[src/rtl/hdmi_if_pkg.sv]
// Shared types and defaults for the HDMI block buffer scheduler.
//   sched_state_t : scheduler FSM states
//   BLK_LEN_DEF   : default words per block (64 px / 2 px per word)
//   PREFILL_DEF   : default complete blocks buffered before a frame starts reading
package hdmi_if_pkg;

   typedef enum logic [1:0] {IDLE, FILL, STREAM, DROP} sched_state_t;

   localparam int unsigned BLK_LEN_DEF = 32;
   localparam int unsigned PREFILL_DEF = 16;

endpackage

[src/rtl/blk_framing_chk.sv]
// Input-side block framing tracker and error detector.
// Tracks whether a block is open on the write side and how many words it has,
// and flags an illegal word among those offered in FILL/STREAM.
// Ports:
//   clk_i, rst_ni : clock, async active-low reset
//   chk_i         : a word is offered for writing in FILL/STREAM (error check enable)
//   wr_i          : the word is written into the FIFO (tracking update)
//   sob_i, eob_i  : start / end of block flags of the current word
//   err_o         : framing error on the current word (combinational)
module blk_framing_chk
   import hdmi_if_pkg::*;
#(
   parameter int unsigned BLK_LEN = BLK_LEN_DEF
) (
   input  logic clk_i,
   input  logic rst_ni,
   input  logic chk_i,
   input  logic wr_i,
   input  logic sob_i,
   input  logic eob_i,
   output logic err_o
);

   localparam int unsigned   CW  = $clog2(BLK_LEN + 1);
   localparam logic [CW-1:0] LEN = CW'(BLK_LEN);

   logic          wr_mid_q, wr_mid_d;
   logic [CW-1:0] words_q, words_d, words_nxt;
   logic          in_blk;

   always_comb begin
      in_blk    = sob_i | wr_mid_q;
      words_nxt = sob_i ? CW'(1) : words_q + CW'(1);
      err_o     = chk_i & ((sob_i & wr_mid_q) |
                           (eob_i & ~in_blk) |
                           (~eob_i & in_blk & (words_nxt == LEN)));

      wr_mid_d = wr_mid_q;
      words_d  = words_q;
      // An erroneous word is not written; the next frame restarts from a clean state.
      if (err_o) begin
         wr_mid_d = 1'b0;
         words_d  = '0;
      end else if (wr_i & in_blk) begin
         wr_mid_d = ~eob_i;
         words_d  = eob_i ? '0 : words_nxt;
      end
   end

   always_ff @(posedge clk_i or negedge rst_ni) begin
      if (!rst_ni) begin
         wr_mid_q <= 1'b0;
         words_q  <= '0;
      end else begin
         wr_mid_q <= wr_mid_d;
         words_q  <= words_d;
      end
   end

endmodule

[src/rtl/blocks_buf_sched.sv]
// Flow controller around the show-ahead block FIFO between the block producer
// and the HDMI output. Generates FIFO write/read strobes, applies upstream
// backpressure from a tracked occupancy, holds reads until PREFILL complete
// blocks are buffered, and drops input after a framing error until the next
// start-of-frame. Carries no data.
// Ports:
//   clk, rst_n                           : clock, async active-low reset
//   up_valid/up_sob/up_eob/up_sof/up_ready : producer handshake and framing
//   buf_wr, buf_rd                       : FIFO wrreq / rdreq
//   buf_valid, buf_eob                   : FIFO not-empty / head word eob flag
//   dn_valid, dn_ready                   : downstream handshake
//   occ                                  : words in FIFO
//   err_sticky                           : framing error seen since reset
//   frames_cnt, drop_cnt                 : statistics (zero unless built)
// Optional feature: define BLOCKS_BUF_SCHED_STATS_EN to build the statistics counters.
module blocks_buf_sched
   import hdmi_if_pkg::*;
#(
   parameter  int unsigned SIZE    = 262144,
   parameter  int unsigned MARGIN  = 8,
   parameter  int unsigned PREFILL = PREFILL_DEF,
   parameter  int unsigned BLK_LEN = BLK_LEN_DEF,
   localparam int unsigned W       = $clog2(SIZE + 1)
) (
   input  logic         clk,
   input  logic         rst_n,
   input  logic         up_valid,
   input  logic         up_sob,
   input  logic         up_eob,
   input  logic         up_sof,
   output logic         up_ready,
   output logic         buf_wr,
   input  logic         buf_valid,
   input  logic         buf_eob,
   output logic         buf_rd,
   output logic         dn_valid,
   input  logic         dn_ready,
   output logic [W-1:0] occ,
   output logic         err_sticky,
   output logic [15:0]  frames_cnt,
   output logic [15:0]  drop_cnt
);

   localparam logic [W-1:0] HIGH_WM   = W'(SIZE - MARGIN);
   localparam logic [W-1:0] PREFILL_W = W'(PREFILL);

   sched_state_t state_q, state_d;
   logic [W-1:0] occ_q, occ_d, blk_cnt_q, blk_cnt_d;
   logic         rd_mid_q, rd_mid_d, err_q, err_d;
   logic         sof_word, active, offered, frame_err, rd_en;

   assign sof_word = up_valid & up_sob & up_sof;
   assign active   = (state_q == FILL) | (state_q == STREAM);
   assign up_ready = ~(active & (occ_q >= HIGH_WM));
   assign offered  = active & up_valid & up_ready;
   // IDLE/DROP accept only a start-of-frame word; an illegal word is never written.
   assign buf_wr   = active ? (offered & ~frame_err) : sof_word;
   assign rd_en    = (state_q == STREAM) & buf_valid & ((blk_cnt_q != '0) | rd_mid_q);
   assign dn_valid = rd_en;
   assign buf_rd   = rd_en & dn_ready;

   assign occ        = occ_q;
   assign err_sticky = err_q;

   blk_framing_chk #(
      .BLK_LEN (BLK_LEN)
   ) u_framing (
      .clk_i  (clk),
      .rst_ni (rst_n),
      .chk_i  (offered),
      .wr_i   (buf_wr),
      .sob_i  (up_sob),
      .eob_i  (up_eob),
      .err_o  (frame_err)
   );

   always_comb begin
      occ_d = occ_q;
      unique case ({buf_wr, buf_rd})
         2'b10:   occ_d = occ_q + W'(1);
         2'b01:   occ_d = occ_q - W'(1);
         default: occ_d = occ_q;
      endcase

      blk_cnt_d = blk_cnt_q;
      unique case ({buf_wr & up_eob, buf_rd & buf_eob})
         2'b10:   blk_cnt_d = blk_cnt_q + W'(1);
         2'b01:   blk_cnt_d = blk_cnt_q - W'(1);
         default: blk_cnt_d = blk_cnt_q;
      endcase

      rd_mid_d = rd_mid_q;
      if (buf_rd) rd_mid_d = ~buf_eob;

      err_d = err_q | frame_err;

      state_d = state_q;
      unique case (state_q)
         IDLE:    if (sof_word) state_d = FILL;
         FILL: begin
            if (frame_err)                   state_d = DROP;
            else if (blk_cnt_d >= PREFILL_W) state_d = STREAM;
         end
         STREAM:  if (frame_err) state_d = DROP;
         DROP:    if (sof_word) state_d = (occ_q == '0) ? FILL : STREAM;
         default: state_d = IDLE;
      endcase
   end

   always_ff @(posedge clk or negedge rst_n) begin
      if (!rst_n) begin
         state_q   <= IDLE;
         occ_q     <= '0;
         blk_cnt_q <= '0;
         rd_mid_q  <= 1'b0;
         err_q     <= 1'b0;
      end else begin
         state_q   <= state_d;
         occ_q     <= occ_d;
         blk_cnt_q <= blk_cnt_d;
         rd_mid_q  <= rd_mid_d;
         err_q     <= err_d;
      end
   end

`ifdef BLOCKS_BUF_SCHED_STATS_EN
   logic [15:0] frames_q, drop_q;

   always_ff @(posedge clk or negedge rst_n) begin
      if (!rst_n) begin
         frames_q <= '0;
         drop_q   <= '0;
      end else begin
         if (buf_wr & sof_word) frames_q <= frames_q + 16'd1;
         if (up_valid & ~buf_wr & ((state_q == IDLE) | (state_q == DROP)))
            drop_q <= drop_q + 16'd1;
      end
   end

   assign frames_cnt = frames_q;
   assign drop_cnt   = drop_q;
`else
   assign frames_cnt = '0;
   assign drop_cnt   = '0;
`endif

   // The high watermark keeps occ below SIZE; these catch a mis-sized MARGIN or FIFO.
   a_no_overflow:  assert property (@(posedge clk) disable iff (!rst_n)
                      !(buf_wr && !buf_rd && (occ_q == W'(SIZE))));
   a_no_underflow: assert property (@(posedge clk) disable iff (!rst_n)
                      !(buf_rd && !buf_wr && (occ_q == '0)));

endmodule

[config.mk]
export PLATFORM = sky130hd
export DESIGN_NAME = blocks_buf_sched
export DESIGN_NICKNAME = d
export VERILOG_FILES = /design/src/rtl/hdmi_if_pkg.sv /design/src/rtl/blk_framing_chk.sv /design/src/rtl/blocks_buf_sched.sv
export SDC_FILE = /design/constraint.sdc
export NUM_CORES = 1
export LEC_CHECK = 0
export ABC_AREA = 1
export ABC_CLOCK_PERIOD_IN_PS = 9300
export BUFFER_PORTS_ARGS = -buffer_cell sky130_fd_sc_hd__clkbuf_2
export CAP_MARGIN = 10
export CORE_AREA = 2 2 165 126
export CTS_CLUSTER_SIZE = 40
export DETAILED_ROUTE_END_ITERATION = 16
export DIE_AREA = 0 0 167 128
export HOLD_SLACK_MARGIN = 0.05
export SLEW_MARGIN = 15
export SYNTH_ARGS = -nofsm -noshare
export SYNTH_HDL_FRONTEND = slang
export SYNTH_SLANG_ARGS = --single-unit
[constraint.sdc]
create_clock -name clk -period 9.3 [get_ports clk]
set_clock_uncertainty 0.05 [all_clocks]
set_input_delay 0.93 -clock clk [delete_from_list [all_inputs] [get_ports clk]]
set_output_delay 0.93 -clock clk [all_outputs]
set_load 0.05 [all_outputs]
Word level (Yosys, flattened, before mapping)
Cells that the tools add are included.
W data, S select, Z words.
{"block": "totals", "register_bits": 49, "out_inout_bits": 56, "word_cells": 76}
{"block": "classes", "addsub": 5, "magnitude_cmp": 2, "eq_ne": 12, "n_mux": 16, "bitwise": 28, "n_reduce_logical": 6}
{"cell": "$pmux W19 S2", "n": 2}
{"cell": "$add A19 B1 Y19 const B", "n": 2}
{"cell": "$sub A19 B1 Y19 const B", "n": 2}
{"cell": "$mux W6", "n": 4}
{"cell": "$ge A19 B18 Y1 const B", "n": 1}
{"cell": "$ge A19 B5 Y1 const B", "n": 1}
{"cell": "$logic_not A19 Y1", "n": 1}
{"cell": "$reduce_bool A19 Y1", "n": 1}
{"cell": "$and A1 B1 Y1", "n": 17}
{"cell": "$mux W2", "n": 6}
{"cell": "$eq A2 B2 Y1 const B", "n": 4}
{"cell": "$pmux W2 S4", "n": 1}
{"cell": "$add A6 B1 Y6 const B", "n": 1}
{"cell": "$eq A2 B1 Y1 const B", "n": 3}
{"cell": "$eq A6 B6 Y1 const B", "n": 1}
{"cell": "$ne A2 B2 Y1 const B", "n": 3}
{"cell": "$or A1 B1 Y1", "n": 6}
{"cell": "$not A1 Y1", "n": 5}
{"cell": "$reduce_and A4 Y1", "n": 1}
{"cell": "$reduce_bool A2 Y1", "n": 2}
{"cell": "$mux W1", "n": 3}
{"cell": "$ne A3 B2 Y1 const B", "n": 1}
{"cell": "$logic_not A2 Y1", "n": 1}

Depth between registers and ports, before layout
{"block": "logic_depth", "depth_word": 16, "mapped_depth": 27, "depth_no_buf": 27}

Cells and area by module
Synthesis repeated with hierarchy kept, for this count alone.
{"block": "unflattened", "hier_cells": 729, "hier_area_um2": 4815.9}
{"module": "blocks_buf_sched", "instances": 1, "cells_each": 651, "area_each_um2": 4279.1}
{"module": "blk_framing_chk", "instances": 1, "cells_each": 78, "area_each_um2": 536.8}

Least setup slack after synthesis
No wires, ideal clock.
{"block": "synth_path", "path_kind": "input port to flip-flop", "startpoint": "input port up_eob", "endpoint": "register state_q[0]", "arrival_time_ps": 4128, "t_required_ps": 9133, "slack_ps": 5005, "stages": 23, "path_buffers": 0, "cell_sequence": "inv_1 nand2_1 nor3_1 nand4_1 o211ai_1 o21ai_1 nand2_1 ha_1 inv_1 fa_1 inv_1 nand2_1 nand2_1 and2_1 nand3_1 nand3_1 nand2_1 nand3_1 nand3_1 nor2_1 nand4_2 nand4_1 nand2_1"}
{"block": "synth_via", "elab_chain_cells": 14}
{"item": "start, declared", "line_no": "blocks_buf_sched.sv:29", "rtl": "input logic up_eob,"}
{"item": "$not A1 Y1", "line_no": "blk_framing_chk.sv:36", "rtl": "(~eob_i & in_blk & (words_nxt == LEN)));"}
{"item": "$and A1 B1 Y1 (2 in series)", "line_no": "blk_framing_chk.sv:36"}
{"item": "$or A1 B1 Y1 (*)", "line_no": "blk_framing_chk.sv:35", "rtl": "(eob_i & ~in_blk) |"}
{"item": "$and A1 B1 Y1 (*)", "line_no": "blk_framing_chk.sv:34", "rtl": "err_o = chk_i & ((sob_i & wr_mid_q) |"}
{"item": "$not A1 Y1 (*)", "line_no": "blocks_buf_sched.sv:57", "rtl": "assign buf_wr = active ? (offered & ~frame_err) : sof_word;"}
{"item": "$and A1 B1 Y1 (*)", "line_no": "blocks_buf_sched.sv:57"}
{"item": "$mux W1 (*)", "line_no": "blocks_buf_sched.sv:57"}
{"item": "via buf_wr", "line_no": "blocks_buf_sched.sv:32", "rtl": "output logic buf_wr,"}
{"item": "$and A1 B1 Y1 (*)", "line_no": "blocks_buf_sched.sv:86", "rtl": "unique case ({buf_wr & up_eob, buf_rd & buf_eob})"}
{"item": "$eq A2 B1 Y1 / $eq A2 B2 Y1 (equally long branches)", "line_no": "blocks_buf_sched.sv:86"}
{"item": "$pmux W19 S2 (*)", "line_no": "blocks_buf_sched.sv:86"}
{"item": "$ge A19 B5 Y1 (*)", "line_no": "blocks_buf_sched.sv:102", "rtl": "else if (blk_cnt_d >= PREFILL_W) state_d = STREAM;"}
{"item": "$ne A3 B2 Y1 (no source line) (*)"}
{"item": "$reduce_and A4 Y1 (no source line) (*)"}
{"item": "end signal, assigned", "line_no": "blocks_buf_sched.sv:118", "rtl": "state_q <= state_d;"}
{"item": "end, declared", "line_no": "blocks_buf_sched.sv:47", "rtl": "sched_state_t state_q, state_d;"}
Mark *: on every way through the listed nets, which the timed path passes. The rest lies on a longest branch.
A chain may end at the register's enable or synchronous reset.

Worst setup path in the final report
{"block": "layout_path", "startpoint": "input port up_sob", "endpoint": "register state_q[0]"}
{"block": "layout_via", "elab_chain_cells": 15}
{"item": "start, declared", "line_no": "blocks_buf_sched.sv:28", "rtl": "input logic up_sob,"}
{"item": "parallel branches: the longest is 15 deep, another holds $ge A19 B5 Y1"}
Parallel ways; which one is timed is not known.

==> results.toml <==
[pwr]
power_density_nw_per_um2 = 272.5
ir_drop_uv = 97.94
p_leak_nw = 2.811

[clock_tree]
cts_tree = "yes"
clkTransAtPathRegs_ns = 0.07
clk_path_buf_depth = 2
htree_levels = 2
cts.sinks = 49
cts.repair.resized = 0
cts-root-buf = "clkbuf_16"
post_cts_buffers = 0
clk_latency_ns = 0.29
hold_buffers = 0
numCtsBuffers = 5

[route]
dr.pass1.iters = 4
routed_wl_microns = 11810
ant_nets = 0
drt-wirelength-per-cell_microns = 11.88
vias_per_cell = 4.403
drtIter0Drc = 249
vias = 4377
drc = 0

[synthesis]
ys_ff_latch = 49
syn_area_sq_um = 4684
ys_warn_count = 0
yosysSeqAreaShare_pct = 26.18
yosysUniqueCellTypes = 43
syn-instance-count = 702
syn_avg_cell_area_sq_um = 6.673

[setup_path]
critPathKind = "input pin to flip-flop"
critPathLaunchType = "input pin"
endpoint_kind = "flip-flop"
crit_fanout = 19
cp.arrival_ns = 4.75
critPathRequiredTime_ns = 9.44

[finish]
fin_util_pct = 26.08
mostFrequentLayoutCells = "nand2_1 (191), inv_1 (105), nand3_1 (52)"
diodes = 0
fillCellCount = 2211
final_layout_size_suffix_gt1_share_pct = 10.87
syn_to_final_growth_pct = 10.66
stdcell_area_sq_um = 5184
final_common_cell = "nand2_1"
fin_nets = 787

[grt]
grt_pass1_wl_microns = 19870
grt-ovfl-total = 0
grt_antenna_before_repair = 0
grt_max_degree = 50
grt_pass1_vias = 4085
grt_util_all_layers_pct = 11.17

[timing]
tns_ns = 0
fmax_mhz = 216.9
tightest_slew_ns = 0.8280
finalSetupViolCount = 0
period_share_pct = 49.57
holdWs_ns = 0.4255
hold_violations = 0
report.final.slew_viol_count = 0
relSlewSlack_pct = 44.80
period_needed_ns = 4.610
setup_slack_ns = 4.690
rsz0062_at_grt = "false"

[die]
dieArea_sq_um = 21380
die_height_microns = 128
core_area_sq_um = 19880
initial_utilization_pct = 23.57
io_pins = 65
num_rows = 45
die_w_microns = 167

[place]
gp_congestion = 0.8472
port_buffers = 32
dp_slack_ns = 4.390
place_area_sq_um = 5026
hpwl_microns = 9506

[hold_path]
hold_path.class = "flip-flop to flip-flop"

[flow_run]
max-cap-violations = 0

[outcome]
outcome = "finished, final reports clean"
## Yosys cell counts (all sizes together)
library cell  instances  area, sq um
or2                  10        62.57
o21bai                1        7.510
o22ai                 4        25.02
clkbuf                3        11.26
xor2                  4        35.03
o31ai                 4        30.03
and2                  5        32.53
xnor2                 4        35.03
o21ai                43        219.0
nor3                 11        55.05
a21oi                42        214.0
nand3b                2        15.01
a21o                  2        15.01
dfrtp                49         1226
a211oi                1        7.510
nand4                17        112.6
conb                  1        3.750
inv                 109        409.1
fa                    2        40.04
nand2               199        772.0
nor4                  6        37.54
clkinv                1        3.750
o211ai                2        15.01
a31oi                 2        12.51
ha                   41        513.0
buf                  36        261.5
nor2                 42        175.2
nand3                59        337.8
## final timing paths
| path | from | to | slack [ns] | depth (start not counted) |
|---|---|---|---|---|
| min | err_sticky | err_sticky | 0.43 | 1 |
| max reg2reg | occ[11] | state_q[0] | 4.79 | 24 |
| min in group asynchronous | rst_n | u_framing.words_q[1] | 0.69 | 2 |
| max in group asynchronous | rst_n | blk_cnt_q[0] | 8.06 | 2 |
| min reg2reg | err_sticky | err_sticky | 0.43 | 1 |
| max | up_sob | state_q[0] | 4.69 | 25 |
## report_power, final
group	total (mW)	internal (mW)	leakage, nW	switching (mW)
clock	0.198	0.114	0.0799	0.0841
sequential	0.390	0.297	0.602	0.0928
combinational	0.824	0.241	2.13	0.583
total	1.41	0.653	2.81	0.760
## cell type report
cell class                 instances  area [sq um]  area share [%]
clock buffer                       7         152.6           2.945
multi-input combinational        535          2889           55.73
timing repair buffer              34         175.2           3.379
clock inverter                     1         5.005         0.09655
inverter                         110         412.9           7.965
tap                              258         322.8           6.227
sequential                        49          1226           23.65
## per-layer routing
layer / track usage, % / vias to the layer above / wire length (microns)
li1: - / 2297 / -
met1: 17.73 / 1979 / 6573
met2: 15.76 / 90 / 4662
met3: 2.161 / 11 / 515
met4: 1.268 / 0 / 59
met5: 0 / - / 0
## stage by stage
step                power (mW)  std cells
floorplan                1.030        733
global placement         1.207        986
detailed placement       1.217        986
CTS                      1.419        994
global route             1.542        994
finish                   1.413        994
## logic make-up after synthesis
| group | Yosys count | share of synthesized area (%) |
|---|---|---|
| xor gates and xnor gates | 8 | 1.496 |
| buffers and inverters | 149 | 14.64 |
| and+or+nand+nor | 351 | 34.16 |
| adders and majority gates | 43 | 11.81 |
| other | 1 | 0.08005 |
| AOI/OAI and AO/OA | 101 | 11.65 |
| DFF | 49 | 26.18 |
## registers in the layout, indices dropped and copies added (netlist names)
register            flops
rd_mid_q                1
u_framing.wr_mid_q      1
err_sticky              1
occ                    19
state_q                 2
blk_cnt_q              19
u_framing.words_q       6
## critical path, stage by stage
cell	delay, ns
clkbuf_2	0.17
inv_2	0.08
nand2_2	0.07
nand2_1	0.05
nor3_1	0.16
nand4_1	0.15
o211ai_1	0.19
o21ai_1	0.15
nand2_1	0.09
ha_1	0.69
inv_1	0.16
fa_1	0.45
inv_1	0.13
nand2_1	0.09
nand2_1	0.09
and2_1	0.18
nand3_1	0.11
nand3_1	0.10
nand2_1	0.05
nand3_1	0.12
nand3_1	0.10
nor2_1	0.12
nand4_2	0.15
nand4_1	0.10
nand2_1	0.06
Note: power is estimated with default switching activity, not from simulation.
